<file path="config.mk">
export PLATFORM = sky130hd
export DESIGN_NAME = servo_pwm_bank
export DESIGN_NICKNAME = d
export VERILOG_FILES = /design/src/rtl/servo_pkg.sv /design/src/rtl/servo_pwm_channel.sv /design/src/rtl/servo_pwm_bank.sv
export SDC_FILE = /design/constraint.sdc
export NUM_CORES = 1
export LEC_CHECK = 0
export ABC_AREA = 1
export BUFFER_PORTS_ARGS = -buffer_cell sky130_fd_sc_hd__buf_2
export CAP_MARGIN = 15
export CORE_UTILIZATION = 45
export CTS_BUF_LIST = sky130_fd_sc_hd__clkbuf_4 sky130_fd_sc_hd__clkbuf_8
export CTS_CLUSTER_SIZE = 20
export DETAILED_ROUTE_END_ITERATION = 7
export SETUP_SLACK_MARGIN = 0.4
export SLEW_MARGIN = 0
export SYNTH_ARGS = -nofsm -noshare
export SYNTH_HDL_FRONTEND = slang
export SYNTH_SLANG_ARGS = --single-unit
</file>
<file path="constraint.sdc">
create_clock -name clk -period 2.7 [get_ports clk]
set_input_delay 0.54 -clock clk [delete_from_list [all_inputs] [get_ports clk]]
set_output_delay 0.54 -clock clk [all_outputs]
set_load 0.05 [all_outputs]
</file>
<file path="src/rtl/servo_pkg.sv">
// Shared helpers for the servo PWM bank: derived widths and parameter legality.
package servo_pkg;

    // Channel-select width; a single-channel bank still needs a 1-bit select.
    function automatic int ch_width(input int nch);
        return (nch <= 1) ? 1 : $clog2(nch);
    endfunction

    // Comparator width: one bit wider than the frame counter so that
    // MIN_TICKS + position can never wrap during the compare.
    function automatic int cmp_width(input int frame_ticks);
        return $clog2(frame_ticks) + 1;
    endfunction

    // True when the parameter set produces a well-formed pulse in every frame.
    function automatic bit params_ok(input int nch, input int pos_w, input int div,
                                     input int frame_ticks, input int min_ticks,
                                     input int reset_pos, input int slew_step);
        return (nch >= 1) && (pos_w >= 1) && (pos_w < 31) && (div >= 2) &&
               (frame_ticks >= 2) && (min_ticks >= 0) &&
               (min_ticks + (1 << pos_w) - 1 < frame_ticks) &&
               (reset_pos >= 0) && (reset_pos < (1 << pos_w)) &&
               (slew_step >= 1);
    endfunction

endpackage

</file>
<file path="src/rtl/servo_pwm_channel.sv">
// One servo channel: pending/active position double buffer, enable latch,
// optional per-frame slew limiter (SERVO_SLEW_EN) and the pulse comparator.
module servo_pwm_channel
    import servo_pkg::*;
#(
    parameter int POS_W       = 8,
    parameter int FRAME_TICKS = 2048,
    parameter int MIN_TICKS   = 46,
    parameter int RESET_POS   = 128
`ifdef SERVO_SLEW_EN
    ,
    parameter int SLEW_STEP   = 4
`endif
) (
    input  logic                             clk,
    input  logic                             rst_n,
    input  logic                             wr_en,
    input  logic [POS_W-1:0]                 wr_pos,
    input  logic                             en_req,
    input  logic                             boundary,
    input  logic [$clog2(FRAME_TICKS)-1:0]   fc,
    output logic                             servo
);

    localparam int                CW    = cmp_width(FRAME_TICKS);
    localparam logic [CW-1:0]     MIN_C = CW'(MIN_TICKS);
    localparam logic [POS_W-1:0]  RST_C = POS_W'(RESET_POS);

    logic [POS_W-1:0] pending;
    logic [POS_W-1:0] active;
    logic [POS_W-1:0] next_pos;
    logic             en_act;
    logic [CW-1:0]    threshold;

`ifdef SERVO_SLEW_EN
    localparam logic [POS_W-1:0] STEP_C = POS_W'(SLEW_STEP);
    logic [POS_W-1:0] diff;

    // Move active toward pending by at most SLEW_STEP, landing exactly on pending.
    always_comb begin
        // NOTE: every output gets a default first so no path leaves it unassigned (no latch).
        next_pos = pending;
        diff     = '0;
        if (pending > active) begin
            diff = pending - active;
            if (int'(diff) > SLEW_STEP) next_pos = active + STEP_C;
        end else if (active > pending) begin
            diff = active - pending;
            if (int'(diff) > SLEW_STEP) next_pos = active - STEP_C;
        end
    end
`else
    assign next_pos = pending;
`endif

    assign threshold = MIN_C + CW'(active);

    // Double buffer: writes land in pending; active and enable change only at the frame boundary.
    always_ff @(posedge clk or negedge rst_n) begin
        // NOTE: these are a handful of flops, not a RAM, so they carry an async reset like any other state.
        if (!rst_n) begin
            pending <= RST_C;
            active  <= RST_C;
            en_act  <= 1'b0;
        end else begin
            // NOTE: non-blocking, so a boundary-cycle write leaves active loading the pre-write pending.
            if (wr_en) pending <= wr_pos;
            if (boundary) begin
                active <= next_pos;
                en_act <= en_req;
            end
        end
    end

    // Registered pulse: high while the frame counter is below MIN_TICKS + active.
    always_ff @(posedge clk or negedge rst_n) begin
        if (!rst_n) servo <= 1'b0;
        else        servo <= en_act && ({1'b0, fc} < threshold);
    end

endmodule

</file>
<file path="src/rtl/servo_pwm_bank.sv">
// Multi-channel hobby-servo PWM bank: shared prescaler and frame counter,
// write decode and frame_sync; per-channel logic lives in servo_pwm_channel.
// Optional feature macro: SERVO_SLEW_EN (per-frame slew limit of SLEW_STEP).
module servo_pwm_bank
    import servo_pkg::*;
#(
    parameter int NCH         = 4,
    parameter int POS_W       = 8,
    parameter int DIV         = 94,
    parameter int FRAME_TICKS = 2048,
    parameter int MIN_TICKS   = 46,
    parameter int RESET_POS   = 128,
    parameter int SLEW_STEP   = 4
) (
    input  logic                    clk,
    input  logic                    rst_n,
    input  logic                    wr_en,
    input  logic [ch_width(NCH)-1:0] wr_ch,
    input  logic [POS_W-1:0]        wr_pos,
    input  logic [NCH-1:0]          ch_en,
    output logic [NCH-1:0]          servo,
    output logic                    frame_sync
);

    localparam int CHW = ch_width(NCH);
    localparam int FCW = $clog2(FRAME_TICKS);
    localparam int PSW = $clog2(DIV);

    if (!params_ok(NCH, POS_W, DIV, FRAME_TICKS, MIN_TICKS, RESET_POS, SLEW_STEP)) begin : g_bad_params
        $error("servo_pwm_bank: illegal parameter set");
    end

    logic [PSW-1:0] presc;
    logic [FCW-1:0] fc;
    logic           tick;
    logic           boundary;

    assign tick     = (presc == PSW'(DIV - 1));
    assign boundary = tick && (fc == FCW'(FRAME_TICKS - 1));

    // Prescaler 0..DIV-1 and frame counter 0..FRAME_TICKS-1 advancing on each tick.
    always_ff @(posedge clk or negedge rst_n) begin
        if (!rst_n) begin
            presc <= '0;
            fc    <= '0;
        end else begin
            presc <= tick ? '0 : presc + 1'b1;
            if (boundary)  fc <= '0;
            else if (tick) fc <= fc + 1'b1;
        end
    end

    // One-clock frame_sync marking the frame the boundary just opened.
    always_ff @(posedge clk or negedge rst_n) begin
        if (!rst_n) frame_sync <= 1'b0;
        else        frame_sync <= boundary;
    end

    for (genvar c = 0; c < NCH; c++) begin : g_ch
        logic ch_wr;
        // Out-of-range wr_ch matches no channel and is silently dropped.
        assign ch_wr = wr_en && (wr_ch == CHW'(c));

        servo_pwm_channel #(
            .POS_W       (POS_W),
            .FRAME_TICKS (FRAME_TICKS),
            .MIN_TICKS   (MIN_TICKS),
            .RESET_POS   (RESET_POS)
`ifdef SERVO_SLEW_EN
            ,
            .SLEW_STEP   (SLEW_STEP)
`endif
        ) u_ch (
            .clk      (clk),
            .rst_n    (rst_n),
            .wr_en    (ch_wr),
            .wr_pos   (wr_pos),
            .en_req   (ch_en[c]),
            .boundary (boundary),
            .fc       (fc),
            .servo    (servo[c])
        );
    end

endmodule

</file>
==> impl_metrics.yaml, run 1 <==
status:
  status: "complete, no violations"
global_route:
  gr-total-overflow: 0
  busiest_layer: "met2"
  grt_first_pass_wirelength_microns: 17600
  grt_max_degree: 41
  met1_usage_pct: 28.3
  grt_pass1_vias: 3607
  use_met2_pct: 32.4
  grt.total_usage_pct: 20.5
  antenna_found_initial: 0
  use_met3_pct: 3.59
clock_tree:
  cts_root_buffer: "clkbuf_8"
  htree_levels: 3
  cts_sinks: 91
  ctsResizeCount: 0
  cts_hold_buf: 0
  clock_latency_ns: 0.38
  numCtsBuffers: 9
  cts_tree: "done"
  clockBufferDepth: 2
  clk_pin_slew_ns: 0.10
die:
  die_y_microns: 106
  initial_core_util_pct: 46.6
  io_pins: 22
  coreArea_sq_um: 10400
  die_width_microns: 106
  dieArea_sq_um: 11200
  num_rows: 37
power:
  ir_worst_vdd_v: 0.000308
  p_per_area_nw_per_um2: 496
  p_leak_nw: 2.75
synth:
  synth_warnings: 0
  syn_nets: 635
  synth_cell_types: 24
  ys_seq_elements: 91
  syn_area_sq_um: 4840
  syn_inst: 579
  yosysSeqAreaShare_pct: 47.3
  syn_avg_cell_area_sq_um: 8.35
setup_path:
  r2r_cells: 14
  crit_start: "g_ch[0].u_ch.active[1]"
  cp_slowest_stage_delay_ns: 0.39
  cp_slowest_cell: "dfrtp_1"
  worstSetupStartpointType: "flop"
  crit_cells: 14
  worst_path_dominant_cell_family: "adder cells"
  crit_path_max_fanout: 3
  crit_type: "flop to flop"
  cp.required_ns: 2.99
  crit_arrival_ns: 2.35
  path_buf_inv: 2
  reg2reg_slack_ns: 0.63
  crit_chain: "inv_1, ha_1, nand2_1, nand2_1, a21oi_1, xor2_1, ha_1, nand2_1, inv_1, nand2_1, nand2_1, nand2_1, nand2_1, a21oi_1"
  path_common_cell: "nand2_1"
  end_kind: "flop"
  timing.rr.end: "g_ch[0].u_ch.servo"
  setup.worst_path.end: "g_ch[0].u_ch.servo"
  rr_startpoint: "g_ch[0].u_ch.active[1]"
layout:
  regArea_sq_um: 2290
  final_common_cell: "nand2_1"
  area_growth_syn_to_layout_pct: 10.2
  drive_gt1_share_pct: 9.82
  multiInputGateArea_sq_um: 2140
  layout_common_cells: "nand2_1 (166), dfrtp_1 (83), inv_1 (81)"
  diodes: 0
  nFillCells: 1003
  final_nets: 662
timing:
  rsz0062_at_grt: "false"
  clock.fmax_mhz: 484
  hold_viol_final: 0
  min_period_over_period_pct: 76.5
  fin_crit_ns: 2.07
  fin_skew_ns: 0.0102
  timing.final.setup_violations: 0
  relSlewSlack_pct: 62.2
  slew_violations: 0
  fin_ws_ns: 0.633
  fin_tns_setup_ns: 0
  worst_pin_slew_ns: 0.565
routing:
  vias: 3647
  wl_per_cell_microns: 13.9
  initialDrtViolationCount: 168
  drc: 0
  drt-total-wl_microns: 10400
  via_per_inst: 4.88
  dr.pass1.iters: 4
  final_antenna_net_count: 0
hold_path:
  hold_class: "input pin to asynchronous set/reset pin"
placed_design:
  port_buffers: 21
  gp_congestion: 0.793
  dpl.hpwl_microns: 7570
  dp_slack_ns: 0.611
flow_run:
  cap_violations: 0
## through the flow
step / hold slack (ns) / utilization [%] / power (mW) / cell area, sq um / std cells
6_report: 0.0774 / 51.4 / 2.65 / 5330 / 747
5_1_grt: 0.0961 / 51.4 / 2.75 / 5330 / 747
4_1_cts: 0.0800 / 51.1 / 2.67 / 5300 / 743
3_5_place_dp: 0.473 / 49.0 / 1.65 / 5080 / 727
3_3_place_gp: 0.462 / 49.0 / 1.65 / 5080 / 727
2_1_floorplan: 0.244 / - / 1.57 / 4840 / 579
## where the power goes
part / leakage [nW] / internal [mW] / switching, mW / total (mW)
clock: 0.111 / 0.455 / 0.566 / 1.02
combinational: 1.49 / 0.0437 / 0.0801 / 0.124
sequential: 1.14 / 1.45 / 0.0549 / 1.50
## worst reg2reg max path, delay by kind of cell, from the launching register on
kind | cells | cell delay, ns
compound gates | 2 | 0.33
xor+xnor | 1 | 0.19
fa+ha+maj | 2 | 0.50
buf+inv | 2 | 0.14
flops | 1 | 0.39
simple gates | 7 | 0.44
## cell usage after synthesis, drive strengths merged
cell type / number / share of area, %
nand2: 166 / 13
dfrtp: 83 / 43
inv: 82 / 6.4
o21ai: 77 / 8.0
ha: 39 / 10
nand3: 28 / 3.0
nor2: 28 / 2.7
a21oi: 20 / 2.1
xor2: 19 / 3.4
buf: 12 / 2.0
dfstp: 8 / 4.3
nor3: 5 / 0.52
xnor2: 5 / 0.91
clkbuf: 4 / 0.31
nand3b: 1 / 0.16
nand4: 1 / 0.13
nor3b: 1 / 0.16
## sequential cells by signal, summed over array words and instances (netlist names)
register	cells
fc	11
frame_sync	1
g_ch.u_ch.active	32
g_ch.u_ch.en_act	4
g_ch.u_ch.next_pos	32
g_ch.u_ch.servo	4
presc	7
## routing by layer
metal / vias up / routed length, microns
li1: 1884 / -
met1: 1697 / 5230
met2: 51 / 4670
met3: 15 / 299
met4: 0 / 194
met5: - / 0
## cell families (layout without fill, tap and decap cells)
logic type      after synthesis  in the layout  synth area share, %
xor+xnor                     24             24                 4.35
buf+inv                      98            129                 8.72
fa+ha+maj                    39             39                 10.1
simple gates                230            231                 19.5
compound gates               97             97                 10.0
flops                        91             91                 47.3
## cell type report
type	count	share of cell area, %
inverters	82	5.77
repair buffers	31	3.90
well taps	136	3.19
flip-flops and latches	91	42.9
clock inverters	7	1.78
multi-input cells	391	40.1
clock buffers	9	2.32
## worst min path at each step
stage,start,end,slack [ns],depth (start not counted)
after floorplan,rst_n,fc[0],0.24,0
after global placement,g_ch[0].u_ch.next_pos[7],g_ch[0].u_ch.active[7],0.46,2
after detailed placement,g_ch[2].u_ch.next_pos[2],g_ch[2].u_ch.active[2],0.47,2
after CTS,rst_n,presc[6],0.08,1
after global routing,rst_n,g_ch[3].u_ch.next_pos[0],0.1,1
final,rst_n,presc[6],0.08,1
## what timing repair did
action,4_1_cts,5_1_grt
hold endpoints to repair,0,0
endpoints found under the setup margin,0,16
setup buffers,0,3
Note: power is estimated with default switching activity, not from simulation.
==> inputs of run 2 (changes only) <==
- clock period: 2.7 -> 1.65 ns (I/O delays scaled with it)
==> run 2 against run 1 <==
Compared with the run above:
- the flow now finishes with violations (negative setup slack)
- core utilization grew 15 points
- critical path type unchanged
- clock skew shrank 0.0013 ns
- clock power grew 57%
- worst setup slack lost 0.76 ns
- wire length grew 22%
- first-iteration DRC count shrank 13%
- combinational power grew 68%
==> impl_metrics.yaml, run 2 (same netlist as run 1, synthesis figures left out) <==
timing:
  rsz0062_at_grt: "true"
  worst_pin_slew_ns: 0.531
  slew_violations: 0
  fin_crit_ns: 1.77
  relSlewSlack_pct: 64.5
  hold_viol_final: 0
  fin_ws_ns: -0.124
  fin_skew_ns: 0.00890
  min_period_over_period_pct: 108
  clock.fmax_mhz: 564
  timing.final.setup_violations: 27
power:
  p_leak_nw: 3.53
  ir_worst_vdd_v: 0.000421
  totalPowerFinal_mw: 4.28
  p_per_area_nw_per_um2: 623
clock_tree:
  clockBufferDepth: 2
  cts_root_buffer: "clkbuf_8"
  cts_tree: "done"
  clk_pin_slew_ns: 0.09
  htree_levels: 3
  numCtsBuffers: 9
  clock_latency_ns: 0.37
  cts_sinks: 91
status:
  status: "finished with violations"
  failed_checks: "negative setup slack"
routing:
  via_per_inst: 4.99
  vias: 4106
  drt-total-wl_microns: 12700
  dr.pass1.iters: 4
  initialDrtViolationCount: 147
  final_antenna_net_count: 0
  wl_per_cell_microns: 15.4
  drc: 0
flow_run:
  cap_violations: 0
layout:
  final_core_util_pct: 66.3
  final_nets: 738
  drive_gt1_share_pct: 37.1
  layout_common_cells: "nand2_1 (132), dfrtp_1 (83), inv_1 (69)"
  final_cell_area_sq_um: 6870
  final_common_cell: "nand2_1"
  diodes: 0
  stdcell_count: 823
  area_growth_syn_to_layout_pct: 42.1
global_route:
  grt_max_degree: 38
  grt_first_pass_wirelength_microns: 20700
  grt_pass1_vias: 4119
  antenna_found_initial: 0
  grt.total_usage_pct: 24.3
  gr-total-overflow: 0
setup_path:
  crit_path_max_fanout: 3
  cp.required_ns: 1.95
  crit_type: "flop to flop"
  crit_arrival_ns: 2.07
  worstSetupStartpointType: "flop"
  end_kind: "flop"
placed_design:
  place_area_sq_um: 5490
  dp_slack_ns: -0.0963
  placed_cells: 763
  port_buffers: 21
  dpl.hpwl_microns: 7580
  gp_congestion: 0.752
die:
  die_y_microns: 106
  coreArea_sq_um: 10400
  die_width_microns: 106
  dieArea_sq_um: 11200
  io_pins: 22
  initial_core_util_pct: 46.6
  num_rows: 37
hold_path:
  hold_class: "input pin to flop"
==> run 2: cell types whose count changed in the layout (fill, tap and decap cells not counted), moves of 10 or more <==
cell,change
buf_4,+39
nand2_1,-34
nor2_1,-12
o21ai_2,+33
nand2_4,+16
inv_2,+10
nand2_2,+17
o21ai_1,-29
buf_6,+22
inv_1,-12
==> run 2: metrics by stage <==
| stage | hold WS [ns] | TNS [ns] |
|---|---|---|
| finish | 0.172 | -0.966 |
| global route | 0.170 | -3.00 |
| CTS | 0.163 | -0.362 |
| detailed placement | 0.244 | -0.353 |
| global placement | 0.247 | -0.168 |
| floorplan | 0.0344 | 0 |
==> run 2: power by group <==
group          internal (mW)  switching [mW]  leakage (nW)
Sequential              2.37           0.107          1.14
Combinational         0.0764           0.132          2.29
Clock                  0.755           0.842        0.0995
==> run 2: final timing paths <==
check,startpoint,end,slack [ns],depth (start not counted)
max in group asynchronous,rst_n,g_ch[3].u_ch.next_pos[7],0.71,3
hold reg to reg,g_ch[0].u_ch.next_pos[7],g_ch[0].u_ch.active[7],0.49,2
setup reg to reg,g_ch[2].u_ch.active[1],g_ch[2].u_ch.servo,-0.12,14
hold / removal,ch_en[3],g_ch[3].u_ch.en_act,0.17,3
min in group asynchronous,rst_n,presc[0],0.39,2
setup / recovery,g_ch[2].u_ch.active[1],g_ch[2].u_ch.servo,-0.12,14
==> run 2: final cells by class <==
type / instances / area, sq um
inverters: 82 / 313
clock buffers: 10 / 138
repair buffers: 108 / 1190
multi-input cells: 390 / 2710
flip-flops and latches: 91 / 2290
fillers: 824 / 3500
clock inverters: 6 / 71.3
well taps: 136 / 170
==> run 2: metal layers <==
metal | share of wire (%) | vias to the layer above | track usage, %
met5 | 0 | - | 0
li1 | - | 2045 | -
met2 | 51 | 69 | 40.5
met3 | 2.9 | 13 | 4.21
met4 | 1.5 | 0 | 8.73
met1 | 45 | 1979 | 31.7
==> run 2: critical path: stages, from the launching register on <==
cell,delay (ns)
dfrtp_1,0.37
inv_2,0.06
ha_4,0.15
nand2_2,0.06
nand2_2,0.06
a21oi_2,0.13
xor2_1,0.16
ha_1,0.26
nand2_1,0.08
inv_2,0.04
nand2_1,0.06
nand2_1,0.05
nand2_1,0.06
nand2_1,0.05
a21oi_1,0.12
==> run 2: repair_timing <==
| action | 4_1_cts | 5_1_grt |
|---|---|---|
| hold endpoints to repair | 17 | 0 |
| resized for setup | 125 | 48 |
| hold buffers | 1 | 0 |
| gates cloned | 9 | 0 |
| setup endpoints to repair | 61 | 64 |
| pin swaps | 43 | 24 |
| buffers inserted | 32 | 2 |
